[src/rtl/move_encoder_if.sv]
// Board-button bundle: nine raw cell buttons plus enable in, encoded cell index and status out.
// master drives the buttons (board/bench side); slave is the encoder.
interface move_encoder_if;
  logic       enable;
  logic       btn1, btn2, btn3, btn4, btn5, btn6, btn7, btn8, btn9;
  logic [3:0] sel;
  logic       sel_valid;
  logic       multi_err;
  logic       busy;

  modport master (
    output enable, btn1, btn2, btn3, btn4, btn5, btn6, btn7, btn8, btn9,
    input  sel, sel_valid, multi_err, busy
  );

  modport slave (
    input  enable, btn1, btn2, btn3, btn4, btn5, btn6, btn7, btn8, btn9,
    output sel, sel_valid, multi_err, busy
  );
endinterface

[src/rtl/move_encoder.sv]
// Synchronizes and debounces nine cell buttons and emits a one-hot-checked cell index 0..8.
// sel/sel_valid land DEBOUNCE_CYCLES+3 edges after a clean press; no backpressure, pulses are one cycle.
module move_encoder #(
  parameter int DEBOUNCE_CYCLES = 4
) (
  input  logic           clk,
  input  logic           rst_n,
  move_encoder_if.slave  bus
);

  typedef enum logic [1:0] {IDLE, DEBOUNCE, EMIT, WAIT_RELEASE} state_t;

  localparam logic [7:0] LAST_CNT = 8'(DEBOUNCE_CYCLES - 1);

  state_t     state;
  logic [8:0] raw;
  logic [8:0] sync1;
  logic [8:0] b;
  logic [8:0] cand;
  logic [7:0] cnt;
  logic [3:0] sel_r;
  logic       sel_valid_r;
  logic       multi_err_r;
  logic       busy_r;
  logic       none;
  logic       one_hot;

  assign raw = {bus.btn9, bus.btn8, bus.btn7, bus.btn6, bus.btn5,
                bus.btn4, bus.btn3, bus.btn2, bus.btn1};

  assign none    = (b == 9'd0);
  assign one_hot = !none && ((b & (b - 9'd1)) == 9'd0);

  function automatic logic [3:0] encode(input logic [8:0] v);
    logic [3:0] idx;
    idx = 4'd0;
    for (int i = 0; i < 9; i++)
      if (v[i]) idx = 4'(i);
    return idx;
  endfunction

  always_ff @(posedge clk or negedge rst_n) begin
    if (!rst_n) begin
      sync1 <= 9'd0;
      b     <= 9'd0;
    end else begin
      sync1 <= raw;
      b     <= sync1;
    end
  end

  always_ff @(posedge clk or negedge rst_n) begin
    if (!rst_n) begin
      state       <= IDLE;
      cnt         <= 8'd0;
      cand        <= 9'd0;
      sel_r       <= 4'hF;
      sel_valid_r <= 1'b0;
      multi_err_r <= 1'b0;
      busy_r      <= 1'b0;
    end else begin
      sel_valid_r <= 1'b0;
      multi_err_r <= 1'b0;
      case (state)
        IDLE: begin
          if (bus.enable) begin
            if (one_hot) begin
              cand   <= b;
              cnt    <= 8'd0;
              state  <= DEBOUNCE;
              busy_r <= 1'b1;
            end else if (!none) begin
              multi_err_r <= 1'b1;
              state       <= WAIT_RELEASE;
              busy_r      <= 1'b1;
            end
          end
        end
        // Any change of b (release, bounce, extra button) outranks the counter.
        DEBOUNCE: begin
          if (b != cand) begin
            state  <= IDLE;
            busy_r <= 1'b0;
          end else if (cnt == LAST_CNT) begin
            state       <= EMIT;
            sel_r       <= encode(cand);
            sel_valid_r <= 1'b1;
          end else begin
            cnt <= cnt + 8'd1;
          end
        end
        EMIT: begin
          state <= WAIT_RELEASE;
        end
        WAIT_RELEASE: begin
          if (none) begin
            state  <= IDLE;
            busy_r <= 1'b0;
          end
        end
        default: begin
          state  <= IDLE;
          busy_r <= 1'b0;
        end
      endcase
    end
  end

  assign bus.sel       = sel_r;
  assign bus.sel_valid = sel_valid_r;
  assign bus.multi_err = multi_err_r;
  assign bus.busy      = busy_r;

endmodule
[src/flat_wrapper.sv]
// flat-port wrapper written by rule: the top's interface ports become plain ports
module move_encoder_flat 
#(
  parameter int DEBOUNCE_CYCLES = 4
)
  (clk, rst_n, bus_enable, bus_btn1, bus_btn2, bus_btn3, bus_btn4, bus_btn5, bus_btn6, bus_btn7, bus_btn8, bus_btn9, bus_sel, bus_sel_valid, bus_multi_err, bus_busy);
  move_encoder_if bus_i ();
  input  logic clk;
  input  logic rst_n;
  input wire logic [$bits(bus_i.enable)-1:0] bus_enable;
  input wire logic [$bits(bus_i.btn1)-1:0] bus_btn1;
  input wire logic [$bits(bus_i.btn2)-1:0] bus_btn2;
  input wire logic [$bits(bus_i.btn3)-1:0] bus_btn3;
  input wire logic [$bits(bus_i.btn4)-1:0] bus_btn4;
  input wire logic [$bits(bus_i.btn5)-1:0] bus_btn5;
  input wire logic [$bits(bus_i.btn6)-1:0] bus_btn6;
  input wire logic [$bits(bus_i.btn7)-1:0] bus_btn7;
  input wire logic [$bits(bus_i.btn8)-1:0] bus_btn8;
  input wire logic [$bits(bus_i.btn9)-1:0] bus_btn9;
  output wire logic [$bits(bus_i.sel)-1:0] bus_sel;
  output wire logic [$bits(bus_i.sel_valid)-1:0] bus_sel_valid;
  output wire logic [$bits(bus_i.multi_err)-1:0] bus_multi_err;
  output wire logic [$bits(bus_i.busy)-1:0] bus_busy;
  assign bus_i.enable = bus_enable;
  assign bus_i.btn1 = bus_btn1;
  assign bus_i.btn2 = bus_btn2;
  assign bus_i.btn3 = bus_btn3;
  assign bus_i.btn4 = bus_btn4;
  assign bus_i.btn5 = bus_btn5;
  assign bus_i.btn6 = bus_btn6;
  assign bus_i.btn7 = bus_btn7;
  assign bus_i.btn8 = bus_btn8;
  assign bus_i.btn9 = bus_btn9;
  assign bus_sel = bus_i.sel;
  assign bus_sel_valid = bus_i.sel_valid;
  assign bus_multi_err = bus_i.multi_err;
  assign bus_busy = bus_i.busy;
  move_encoder #(.DEBOUNCE_CYCLES(DEBOUNCE_CYCLES)) u_core (.clk(clk), .rst_n(rst_n), .bus(bus_i));
endmodule
[config.mk]
export PLATFORM = sky130hd
export DESIGN_NAME = move_encoder_flat
export DESIGN_NICKNAME = d
export VERILOG_FILES = /design/src/rtl/move_encoder_if.sv /design/src/rtl/move_encoder.sv /design/src/flat_wrapper.sv
export SDC_FILE = /design/constraint.sdc
export NUM_CORES = 1
export LEC_CHECK = 0
export CAP_MARGIN = 20
export CORE_MARGIN = 4
export CORE_UTILIZATION = 44
export DETAILED_ROUTE_END_ITERATION = 8
export PLACE_DENSITY = 0.66
export SLEW_MARGIN = 20
export SYNTH_ARGS = -nofsm -noshare
export SYNTH_HDL_FRONTEND = slang
export SYNTH_SLANG_ARGS = --single-unit
[constraint.sdc]
create_clock -name clk -period 2.6 [get_ports clk]
set_input_delay 0.39 -clock clk [delete_from_list [all_inputs] [get_ports clk]]
set_output_delay 0.39 -clock clk [all_outputs]
set_load 0.1 [all_outputs]
==> results of run 1 <==
kinds of logic (layout without fill, tap and decap cells):
family                     after synthesis  count (layout)
muxes                                   11              11
and+or+nand+nor                         53              53
adders and majority gates                3               3
xor gates and xnor gates                 9               9
DFF                                     44              44
AOI/OAI and AO/OA                       37              37
buffers and inverters                   15              36
timing repair:
| action | 4_1_cts | 5_1_grt |
|---|---|---|
| resized for setup | 0 | 1 |
| setup buffers | 0 | 2 |
| setup endpoints to repair | 0 | 15 |
| hold buffers | 0 | 0 |
through the flow:
stage	hold WS, ps	setup slack, ps	utilization, %	cells
finish	231	196	53.5	245
global route	320	64.0	53.5	245
CTS	275	13.7	52.8	243
detailed placement	336	32.4	50.3	235
global placement	333	82.8	50.3	235
floorplan	94.4	308	-	172
routing by layer:
layer / share of wire [%] / vias to the layer above / global-route usage, % / wire length, um
li1: - / 669 / - / -
met1: 42 / 682 / 17.7 / 1530
met2: 52 / 30 / 23.9 / 1900
met3: 4.2 / 7 / 4.01 / 154
met4: 1.8 / 0 / 7.38 / 64
met5: 0 / - / 0 / 0
layout make-up:
class	count	area (um2)	share of cell area (%)
sequential	44	1110	47.5
multi-input combinational	113	830	35.6
inverter	6	22.5	0.967
clock inverter	1	30.0	1.29
timing repair buffer	22	200	8.59
clock buffer	7	76.3	3.28
tap	52	65.1	2.79
state kept, by name, indices dropped and copies added, names as in the netlist:
| register | cells |
|---|---|
| u_core.cand | 9 |
| u_core.state | 2 |
| u_core.bus.multi_err | 1 |
| u_core.bus.sel | 4 |
| u_core.b | 9 |
| u_core.bus.busy | 1 |
| u_core.cnt | 8 |
| u_core.bus.sel_valid | 1 |
| u_core.sync1 | 9 |
power groups by stage:
stage,clock [mW],sequential (mW),combinational [mW]
finish,0.499,0.865,0.219
global route,0.551,0.880,0.246
CTS,0.516,0.865,0.221
detailed placement,0,0.877,0.220
global placement,0,0.867,0.216
floorplan,0,0.878,0.134
placed cells by master (no fill, tap or decap), types with 3 or more instances in the layout:
cell	count
inv_1	6
nor3_1	7
dfrtp_1	40
nand2_1	3
buf_4	10
nand2b_1	6
nor4_1	4
mux2_2	11
and3_1	4
nand3_1	3
a21oi_1	5
clkdlybuf4s50_1	10
o21ai_0	8
clkbuf_8	5
o31ai_1	8
or3_1	3
nor2_1	12
xnor2_1	8
dfstp_2	4
path summary, 6_finish.rpt:
kind | start | cells after the start | endpoint
max | u_core.b[1] | 7 | u_core.cnt[6]
min | rst_n | 1 | u_core.cnt[7]
max reg2reg | u_core.b[1] | 7 | u_core.cnt[6]
min reg2reg | u_core.sync1[5] | 0 | u_core.b[5]
max in group asynchronous | rst_n | 1 | u_core.cand[4]
min in group clk | u_core.sync1[5] | 0 | u_core.b[5]
==> results.cfg, run 1 <==
[placement]
finalWeightedCongestion = 0.847
placedInstanceArea_um2 = 2190
numPortBuffers = 18
dpl.hpwl_mm = 2.58

[layout]
filler_cell_count = 382
layout.nets = 205
ratio_of_cells_with_drive_above_1_in_the_final_layout_pct = 21.2
antenna-diode-count = 0
final_cell_area_um2 = 2330
area_growth_pct = 17.1

[outcome]
outcome = finished clean

[global_routing]
grt_pass1_wl_mm = 6.18
number_of_antenna_violations_at_the_first_check_in_global_routing = 0
grt_overflow = 0
grt_start_max_net_pins = 45
grt_pass1_vias = 1386
grt_usage_pct = 14.6

[critical_path]
cpMostUsedCell = o31ai_1
setup.worst_path.end_class = flop
slowest_delay_ps = 620
crit_arrival_ps = 2590
critical_path.startpoint_type = flop
critical_path.top_delay_family = simple AND/OR/NAND/NOR gates
reg2reg_setup_slack_ps = 200
crit_path_top_delay_cell = or4_4
critical_path_buf_inv_count = 1
timing.critical_path.required_ps = 2790
crit_chain = or4_4 > o31a_1 > a211o_2 > nor4_4 > buf_4 > o31ai_1 > o31ai_1
path_class = reg2reg
timing.critical_path.fanout_max = 8

[timing]
setup_repair_after_global_routing_missed_its_margin = no
final-setup-viol-count = 0
max_slew_margin_pct = 38.2
finalWorstPathRequiredPeriod_ps = 2400
fmax_mhz = 416
timing_hold_violations_final = 0
layout_worst_path_cycle_share_pct = 92.5
timing.setup.tns_ps = 0
final_max_slew_violation_count = 0
worstMarginPinSlew_ps = 926
finalClockSkew_ps = 5.69

[floorplanning]
floorplan.io_pins = 19
initial_utilization_pct = 45.7
die_area_um2 = 5660
std_cell_rows = 24
die_height_um = 75.2
die-width_um = 75.2
floorplan.core_area_um2 = 4350

[synthesis]
simple_gate_portion_of_the_synthesized_area_pct = 17.0
synth_seq_cells = 44
synth-warning-count = 0
synth_xor_area_share_pct = 3.96
synth-edff-count = 0
synthDominantCellAreaShare_pct = 50.3
yosys.cell_count.top_type = dfrtp_1
synth-main-ff-cell = dfrtp_1
synth_cell_type_count = 41
mappedNetlistNets = 185
syn_area_um2 = 1990
synth_area_per_cell_um2 = 11.6
synthesis.instances = 172
share_of_synthesized_registers_carrying_an_async_set_or_reset_pct = 100
synth_sequential_area_ratio_pct = 55.6
largest_area_contributor_in_the_synthesized_netlist = dfrtp_1
synth_adder_area_share_pct = 1.64
post_synth_main_area_contributors = dfrtp_1 (50%), mux2_2 (6.2%), dfstp_2 (5.3%), xnor2_1 (3.5%), o31ai_1 (3.0%)
synth-compound-area-share_pct = 12.6
synth.cells.most_frequent = dfrtp_1 (40), nor2_1 (12), mux2_2 (11)
synth.area.mux_share_pct = 6.23
largest_family_of_logic_cells_by_synthesized_area = simple AND/OR/NAND/NOR gates

[clocking]
worst_skew_pair.late_latency_ps = 290
cts_tree = yes
clock_tree.htree_level_count = 2
cts_buffer_depth = 2
cts-root-buf = clkbuf_8
clock-sinks = 44
cts-buffers-inserted = 5
cts.reportedPaths.clkPinSlew_ps = 80

[route]
detailedRoute.firstIterationViolations = 44
post-route-drc-count = 0
total_number_of_vias = 1388
viasPerCell = 5.67
totalWireLength_mm = 3.65
dr.pass1.iters = 4
post_drt_wl_per_cell_um = 14.9
route.antenna.remaining_nets = 0

[pwr]
power.switching_fraction_pct = 27.6
ir_drop_uv = 376
switchingPower_mw = 0.437
power_per_cell_area_nw_per_um2 = 679
sequentialPowerShare_pct = 54.6
pwr-share-clk_pct = 31.5
comb_power_share_pct = 13.8
power.total_mw = 1.58
p_int_mw = 1.15
p_leak_nw = 0.978

[job]
max_cap_viol_count = 0

[worst_hold_path]
hold_path.class = in2async
Note: power is estimated with default switching activity, not from simulation.
==> run 2, diff against run 1 <==
Settings changed: GPL_ROUTABILITY_DRIVEN set to 0.
==> results of run 2 <==
Final layout, timing and power as in run 1 (identical DEF).
